--- config.mk ---
export PLATFORM = sky130hd
export DESIGN_NAME = seg_scan_decoder
export DESIGN_NICKNAME = d
export VERILOG_FILES = /design/src/rtl/seg_scan_decoder.sv
export SDC_FILE = /design/constraint.sdc
export NUM_CORES = 1
export LEC_CHECK = 0
export ABC_CLOCK_PERIOD_IN_PS = 2700
export CAP_MARGIN = 40
export CELL_PAD_IN_SITES_DETAIL_PLACEMENT = 1
export CELL_PAD_IN_SITES_GLOBAL_PLACEMENT = 2
export CORE_MARGIN = 3
export CORE_UTILIZATION = 36
export CTS_CLUSTER_SIZE = 10
export DETAILED_ROUTE_END_ITERATION = 10
export DONT_BUFFER_PORTS = 1
export GPL_ROUTABILITY_DRIVEN = 0
export HOLD_SLACK_MARGIN = 0.05
export PLACE_DENSITY = 0.86
export SKIP_CTS_REPAIR_TIMING = 1
export SYNTH_ARGS = -nofsm -noshare
export SYNTH_HDL_FRONTEND = slang
export SYNTH_SLANG_ARGS = --single-unit
--- constraint.sdc ---
create_clock -name clk -period 2.7 [get_ports clk]
set_clock_uncertainty 0.1 [all_clocks]
set_input_delay 0.405 -clock clk [delete_from_list [all_inputs] [get_ports clk]]
set_output_delay 0.405 -clock clk [all_outputs]
set_load 0.05 [all_outputs]
--- src/rtl/seg_scan_decoder.sv ---
// Loopback monitor for a multiplexed 8-digit seven-segment scan: debounces the scan,
// decodes each digit, publishes one snapshot per frame and classifies the digit-0 trend.
module seg_scan_decoder #(
    parameter int unsigned SETTLE  = 4,
    parameter int unsigned TIMEOUT = 200000
) (
    input  logic        clk,
    input  logic        rst,
    input  logic [6:0]  seg_in,
    input  logic [7:0]  an_in,
    output logic [31:0] digits,
    output logic [7:0]  digit_valid,
    output logic        frame_done,
    output logic [1:0]  dir,
    output logic        seg_err,
    output logic        stale
);

    localparam int unsigned CntW  = $clog2(SETTLE + 1);
    localparam int unsigned IdleW = $clog2(TIMEOUT + 1);

    localparam logic [CntW-1:0]  SettleMax  = CntW'(SETTLE);
    localparam logic [CntW-1:0]  SettleLast = CntW'(SETTLE - 1);
    localparam logic [IdleW-1:0] IdleMax    = IdleW'(TIMEOUT);

    // {illegal, nibble}: blank maps to F without error, anything unknown to E with error.
    function automatic logic [4:0] decode_seg(input logic [6:0] pat);
        logic [4:0] res;
        case (pat)
            7'h40:   res = 5'h00;
            7'h79:   res = 5'h01;
            7'h24:   res = 5'h02;
            7'h30:   res = 5'h03;
            7'h19:   res = 5'h04;
            7'h12:   res = 5'h05;
            7'h02:   res = 5'h06;
            7'h78:   res = 5'h07;
            7'h00:   res = 5'h08;
            7'h10:   res = 5'h09;
            7'h7F:   res = 5'h0F;
            default: res = 5'h1E;
        endcase
        return res;
    endfunction

    function automatic logic [1:0] trend(input logic [3:0] n, input logic [3:0] p,
                                         input logic ok);
        logic [3:0] up;
        logic [3:0] down;
        logic [1:0] res;
        up   = (p == 4'd9) ? 4'd0 : p + 4'd1;
        down = (p == 4'd0) ? 4'd9 : p - 4'd1;
        if (!ok || n > 4'd9 || p > 4'd9) begin
            res = 2'b11;
        end else if (n == p) begin
            res = 2'b00;
        end else if (n == up) begin
            res = 2'b01;
        end else if (n == down) begin
            res = 2'b10;
        end else begin
            res = 2'b11;
        end
        return res;
    endfunction

    logic [14:0]      in_q;
    logic [14:0]      in_dly_q;
    logic [CntW-1:0]  stable_q;
    logic [CntW-1:0]  stable_d;
    logic [IdleW-1:0] idle_q;
    logic [IdleW-1:0] idle_d;
    logic [7:0]       seen_q;
    logic [7:0]       seen_d;
    logic [31:0]      shadow_q;
    logic [31:0]      shadow_d;
    logic [31:0]      digits_q;
    logic [31:0]      digits_d;
    logic [7:0]       valid_q;
    logic [7:0]       valid_d;
    logic             frame_done_q;
    logic             frame_done_d;
    logic [1:0]       dir_q;
    logic [1:0]       dir_d;
    logic             seg_err_q;
    logic             seg_err_d;
    logic             stale_q;
    logic             stale_d;

    logic       in_same;
    logic       capture;
    logic [7:0] an_low;
    logic       an_none;
    logic       an_multi;
    logic [2:0] an_idx;
    logic [4:0] dec;
    logic       cap_valid;
    logic       cap_multi;

    // Debounce: capture fires only on the edge where the stable count reaches SETTLE.
    always_comb begin
        in_same = (in_q == in_dly_q);
        if (!in_same) begin
            stable_d = '0;
        end else if (stable_q == SettleMax) begin
            stable_d = stable_q;
        end else begin
            stable_d = stable_q + 1'b1;
        end
        capture = in_same && (stable_q == SettleLast);
    end

    always_comb begin
        an_low   = ~in_q[7:0];
        an_none  = (an_low == 8'h00);
        an_multi = ((an_low & (an_low - 8'd1)) != 8'h00);
        an_idx   = 3'd0;
        for (int k = 0; k < 8; k++) begin
            if (an_low[k]) begin
                an_idx = 3'(k);
            end
        end
        dec       = decode_seg(in_q[14:8]);
        cap_valid = capture && !an_none && !an_multi;
        cap_multi = capture && an_multi;
    end

    always_comb begin
        seen_d       = seen_q;
        shadow_d     = shadow_q;
        digits_d     = digits_q;
        valid_d      = valid_q;
        dir_d        = dir_q;
        stale_d      = stale_q;
        frame_done_d = 1'b0;
        seg_err_d    = cap_multi || (cap_valid && dec[4]);

        if (cap_valid) begin
            idle_d = '0;
        end else if (idle_q == IdleMax) begin
            idle_d = idle_q;
        end else begin
            idle_d = idle_q + 1'b1;
        end

        // A capture always beats a coincident timeout.
        if (cap_valid) begin
            if (seen_q[an_idx]) begin
                digits_d     = shadow_q;
                valid_d      = seen_q;
                frame_done_d = 1'b1;
                stale_d      = 1'b0;
                dir_d        = trend(shadow_q[3:0], digits_q[3:0], seen_q[0] && valid_q[0]);
                seen_d       = 8'h01 << an_idx;
            end else begin
                seen_d[an_idx] = 1'b1;
            end
            shadow_d[{an_idx, 2'b00} +: 4] = dec[3:0];
        end else if (idle_d == IdleMax) begin
            stale_d = 1'b1;
            valid_d = '0;
            seen_d  = '0;
            dir_d   = 2'b00;
        end
    end

    always_ff @(posedge clk) begin
        if (rst) begin
            in_q         <= '0;
            in_dly_q     <= '0;
            stable_q     <= '0;
            idle_q       <= '0;
            seen_q       <= '0;
            shadow_q     <= '0;
            digits_q     <= '0;
            valid_q      <= '0;
            frame_done_q <= 1'b0;
            dir_q        <= 2'b00;
            seg_err_q    <= 1'b0;
            stale_q      <= 1'b0;
        end else begin
            in_q         <= {seg_in, an_in};
            in_dly_q     <= in_q;
            stable_q     <= stable_d;
            idle_q       <= idle_d;
            seen_q       <= seen_d;
            shadow_q     <= shadow_d;
            digits_q     <= digits_d;
            valid_q      <= valid_d;
            frame_done_q <= frame_done_d;
            dir_q        <= dir_d;
            seg_err_q    <= seg_err_d;
            stale_q      <= stale_d;
        end
    end

    assign digits      = digits_q;
    assign digit_valid = valid_q;
    assign frame_done  = frame_done_q;
    assign dir         = dir_q;
    assign seg_err     = seg_err_q;
    assign stale       = stale_q;

endmodule

==> key figures <==
Placement
  – DP Area: between 6000 and 7000 µm²
  – PortBufs: 0
  – Post-DP HPWL: ~12,000 µm
  – Placed cells: 887
  – Pre-CTS WS: -0.02384 ns

Synthesis
  – Ys Warns: 0
  – Top cells by area, synth: dfxtp_1 44%, mux2i_1 8.3%, nor2_1 5.1%, xor2_1 3.9%, nor2b_1 3.0%
  – Yosys top cell area share: 0.4352
  – Syn Area/Cell: approximately 9.4 µm²
  – Seq/Total Area, Yosys: 0.4352
  – Ys async rst share: 0
  – EDFF count, synth: 0
  – Synth Cell Area: ~6300 µm²
  – #FFs+latches synth: between 100 and 150
  – Yosys top cell by area: dfxtp_1
  – Synthesized Nets: ~700
  – Top_reg_cell synth: dfxtp_1
  – Cell count after synthesis: ~670
  – Count of cell types in the netlist: just under 80

Timing
  – Setup ws final: 0.06148 ns
  – Slew Limit Fails: 0
  – Worst-case hold slack: 0.1681 ns
  – Fmax achieved: about 0.38 GHz
  – Worst slew pin tran: 0.6394 ns
  – Final Critical Period: 2.639 ns
  – Final setup violation count: 0
  – Period utilization: 0.9772
  – Final Hold Viols: 0
  – Relative slew slack: 0.5732

Critical path
  – Crit path max-delay cell type: nor4_4
  – CP peak stage delay: roughly 0.36 ns
  – Crit path max fanout: 8
  – Bufs and invs on worst path: 3
  – CP Capture Type: register
  – WS Path Type: reg -> reg
  – Crit path arrival time: roughly 2.9 ns
  – Data required, critical path: a little under 3 ns
  – Crit-path cells: buf_6 > inv_4 > ha_4 > nor4b_4 > nand3_2 > nor4_4 > mux2i_2 > nor4_4 > o22ai_4 > buf_12 > a221o_1
  – Crit start category: register
  – Most frequent CP cell: nor4_4
  – Cell family with most CP delay: simple AND/OR/NAND/NOR gates

Clocking
  – Clock insertion delay at the later pin of the skew report: 0.43 ns
  – Root Buffer: clkbuf_16
  – Sink Count: around 140
  – CTS HTree Levels: 4
  – CTS max path bufs: 2
  – Clock slew at reported path FFs: approximately 0.06 ns
  – CTS tree: done
  – Inserted Clock Buffers: 17

Finish
  – Multi-input logic area: approximately 3300 µm²
  – Diode count: 0
  – Filler Cells Inserted: 1,899
  – NumNets Final: 741
  – Core Util, Final: 0.4525
  – Reg area: between 2000 and 3000 µm²
  – Layout cells sized above 1: 0.1928
  – Leading cell type in the layout, fill and taps excluded: dfxtp_1
  – Area Overhead vs Synth: 21.64%
  – Layout Cells excl Fill: 946
  – Finished Cell Area: 7610 µm²
  – Most frequent cells in the layout: 129 x dfxtp_1, 85 x nor2_1, 51 x mux2i_1

Detailed routing
  – Drt via density: around 5.3
  – Drt first-iter violations: ~240
  – Avg WL per Cell: roughly 18 µm
  – TritonRoute pass-1 iters: 4
  – Vias: about 5,100
  – Post-route DRC: 0
  – Post-route ant nets: 0
  – WL final: ~17,000 µm

Status
  – Status: completed

Global route
  – Number of global-route vias before repair: ~5,000
  – Gr ovfl total: 0
  – Total GRT Usage: 0.1762
  – Antenna violations before repair: 0
  – Largest net degree at the start of global routing: 90
  – First-pass GRT wire length: between 20,000 and 30,000 µm

Pwr
  – Pleak: 0.003208 µW
  – Worst VDD drop: 0.0004852 V
  – Power per cell area: between 600 and 700 nW/µm²

Run
  – Max cap viols: 0

Floorplan
  – Initial Utilization: 0.3720
  – Die Ht: roughly 140 µm
  – Rows: 47
  – Die Wd: approximately 140 µm
  – Boundary Pins: just over 60
  – Die area: about 19,000 µm²
  – CORE AREA: around 17,000 µm²

Min path
  – HP Class: in -> reg
-- state kept, by name (all words and copies together), names as in the netlist, 3 cells and up --
name         cells
digit_valid      8
digits          32
stable_q         3
seen_q           8
in_q            15
in_dly_q        15
idle_q          18
shadow_q        32
-- per-layer routing --
layer,wire length (µm),track usage,vias to the layer above
met1,7235,0.2166,2476
met5,0,0,-
met4,463,0.08123,0
met3,1011,0.05004,28
li1,-,-,2441
met2,8256,0.2852,109
-- report_power, final --
part | internal [µW] | switching (µW) | leakage [µW] | total, µW
logic | 115 | 149 | 0.00183 | 264
clock network | 1310 | 972 | 0.000273 | 2280
registers | 2030 | 32.6 | 0.00110 | 2060
-- cells in the mapped netlist (2+ instances only) --
cell type  instances
a22o_1             7
nand3_1           30
a211oi_1           5
nand2_1           37
nand3b_1           5
o2111ai_1          3
nand4_1           10
nor4_1             5
nor2_1            85
xor2_1            28
and4_1             2
dfxtp_1          136
xnor2_1           13
ha_1              11
nor4_4             3
o21bai_1           2
nor4_2             3
buf_2             12
and2_1             4
clkbuf_1          21
a2111oi_0          2
or3_1              2
a32o_1             3
nor3b_1            3
o21ai_0           23
o2111a_1           3
nor2b_1           30
nand2b_1           8
o22ai_1            3
or2_2              2
nor3_1            12
buf_6              5
buf_4              4
a31oi_1            5
nor4b_1            3
a21oi_1           13
a31o_2             3
a221oi_1           2
inv_1             17
and3_1             8
or4_1              2
a22o_2             5
mux2i_1           52
o31ai_1            3
nand4_2            2
-- cell families (layout without fill, tap and decap cells) --
| kind of cell | after synthesis | in the layout | share of synthesized area |
|---|---|---|---|
| flops | 136 | 136 | 0.4352 |
| mux | 53 | 53 | 0.08500 |
| compound gates | 97 | 97 | 0.1134 |
| fa+ha+maj | 12 | 12 | 0.02360 |
| xor+xnor | 41 | 41 | 0.05740 |
| simple gates | 269 | 269 | 0.2378 |
| buf+inv | 61 | 118 | 0.04760 |
-- path summary, 6_finish.rpt --
| check | startpoint | to | slack [ns] | depth (start not counted) |
|---|---|---|---|---|
| max | idle_q[1]$_SDFF_PP0_ | seen_q[6]$_SDFFE_PP0P_ | 0.06 | 11 |
| max reg2reg | idle_q[1]$_SDFF_PP0_ | seen_q[6]$_SDFFE_PP0P_ | 0.06 | 11 |
| min | rst | dir[1]$_SDFFE_PP0P_ | 0.17 | 2 |
| min reg2reg | shadow_q[29]$_SDFFE_PP0P_ | shadow_q[29]$_SDFFE_PP0P_ | 0.38 | 2 |
-- metrics by stage --
stage | total power (µW) | setup TNS, ns
2_1_floorplan | 2255 | 0
3_5_place_dp | 2303 | -0.02384
4_1_cts | 4595 | -0.3892
5_1_grt | 4791 | -0.1098
6_report | 4613 | 0
3_3_place_gp | 2294 | 0
-- area by class of cell --
class / instances / area share
tap: 220 / 0.03617
clock inverter: 14 / 0.01809
multi-input combinational: 472 / 0.4385
inverter: 18 / 0.009207
sequential: 136 / 0.3596
clock buffer: 18 / 0.05771
timing repair buffer: 68 / 0.08073
Power figures use the tool's default switching activity.
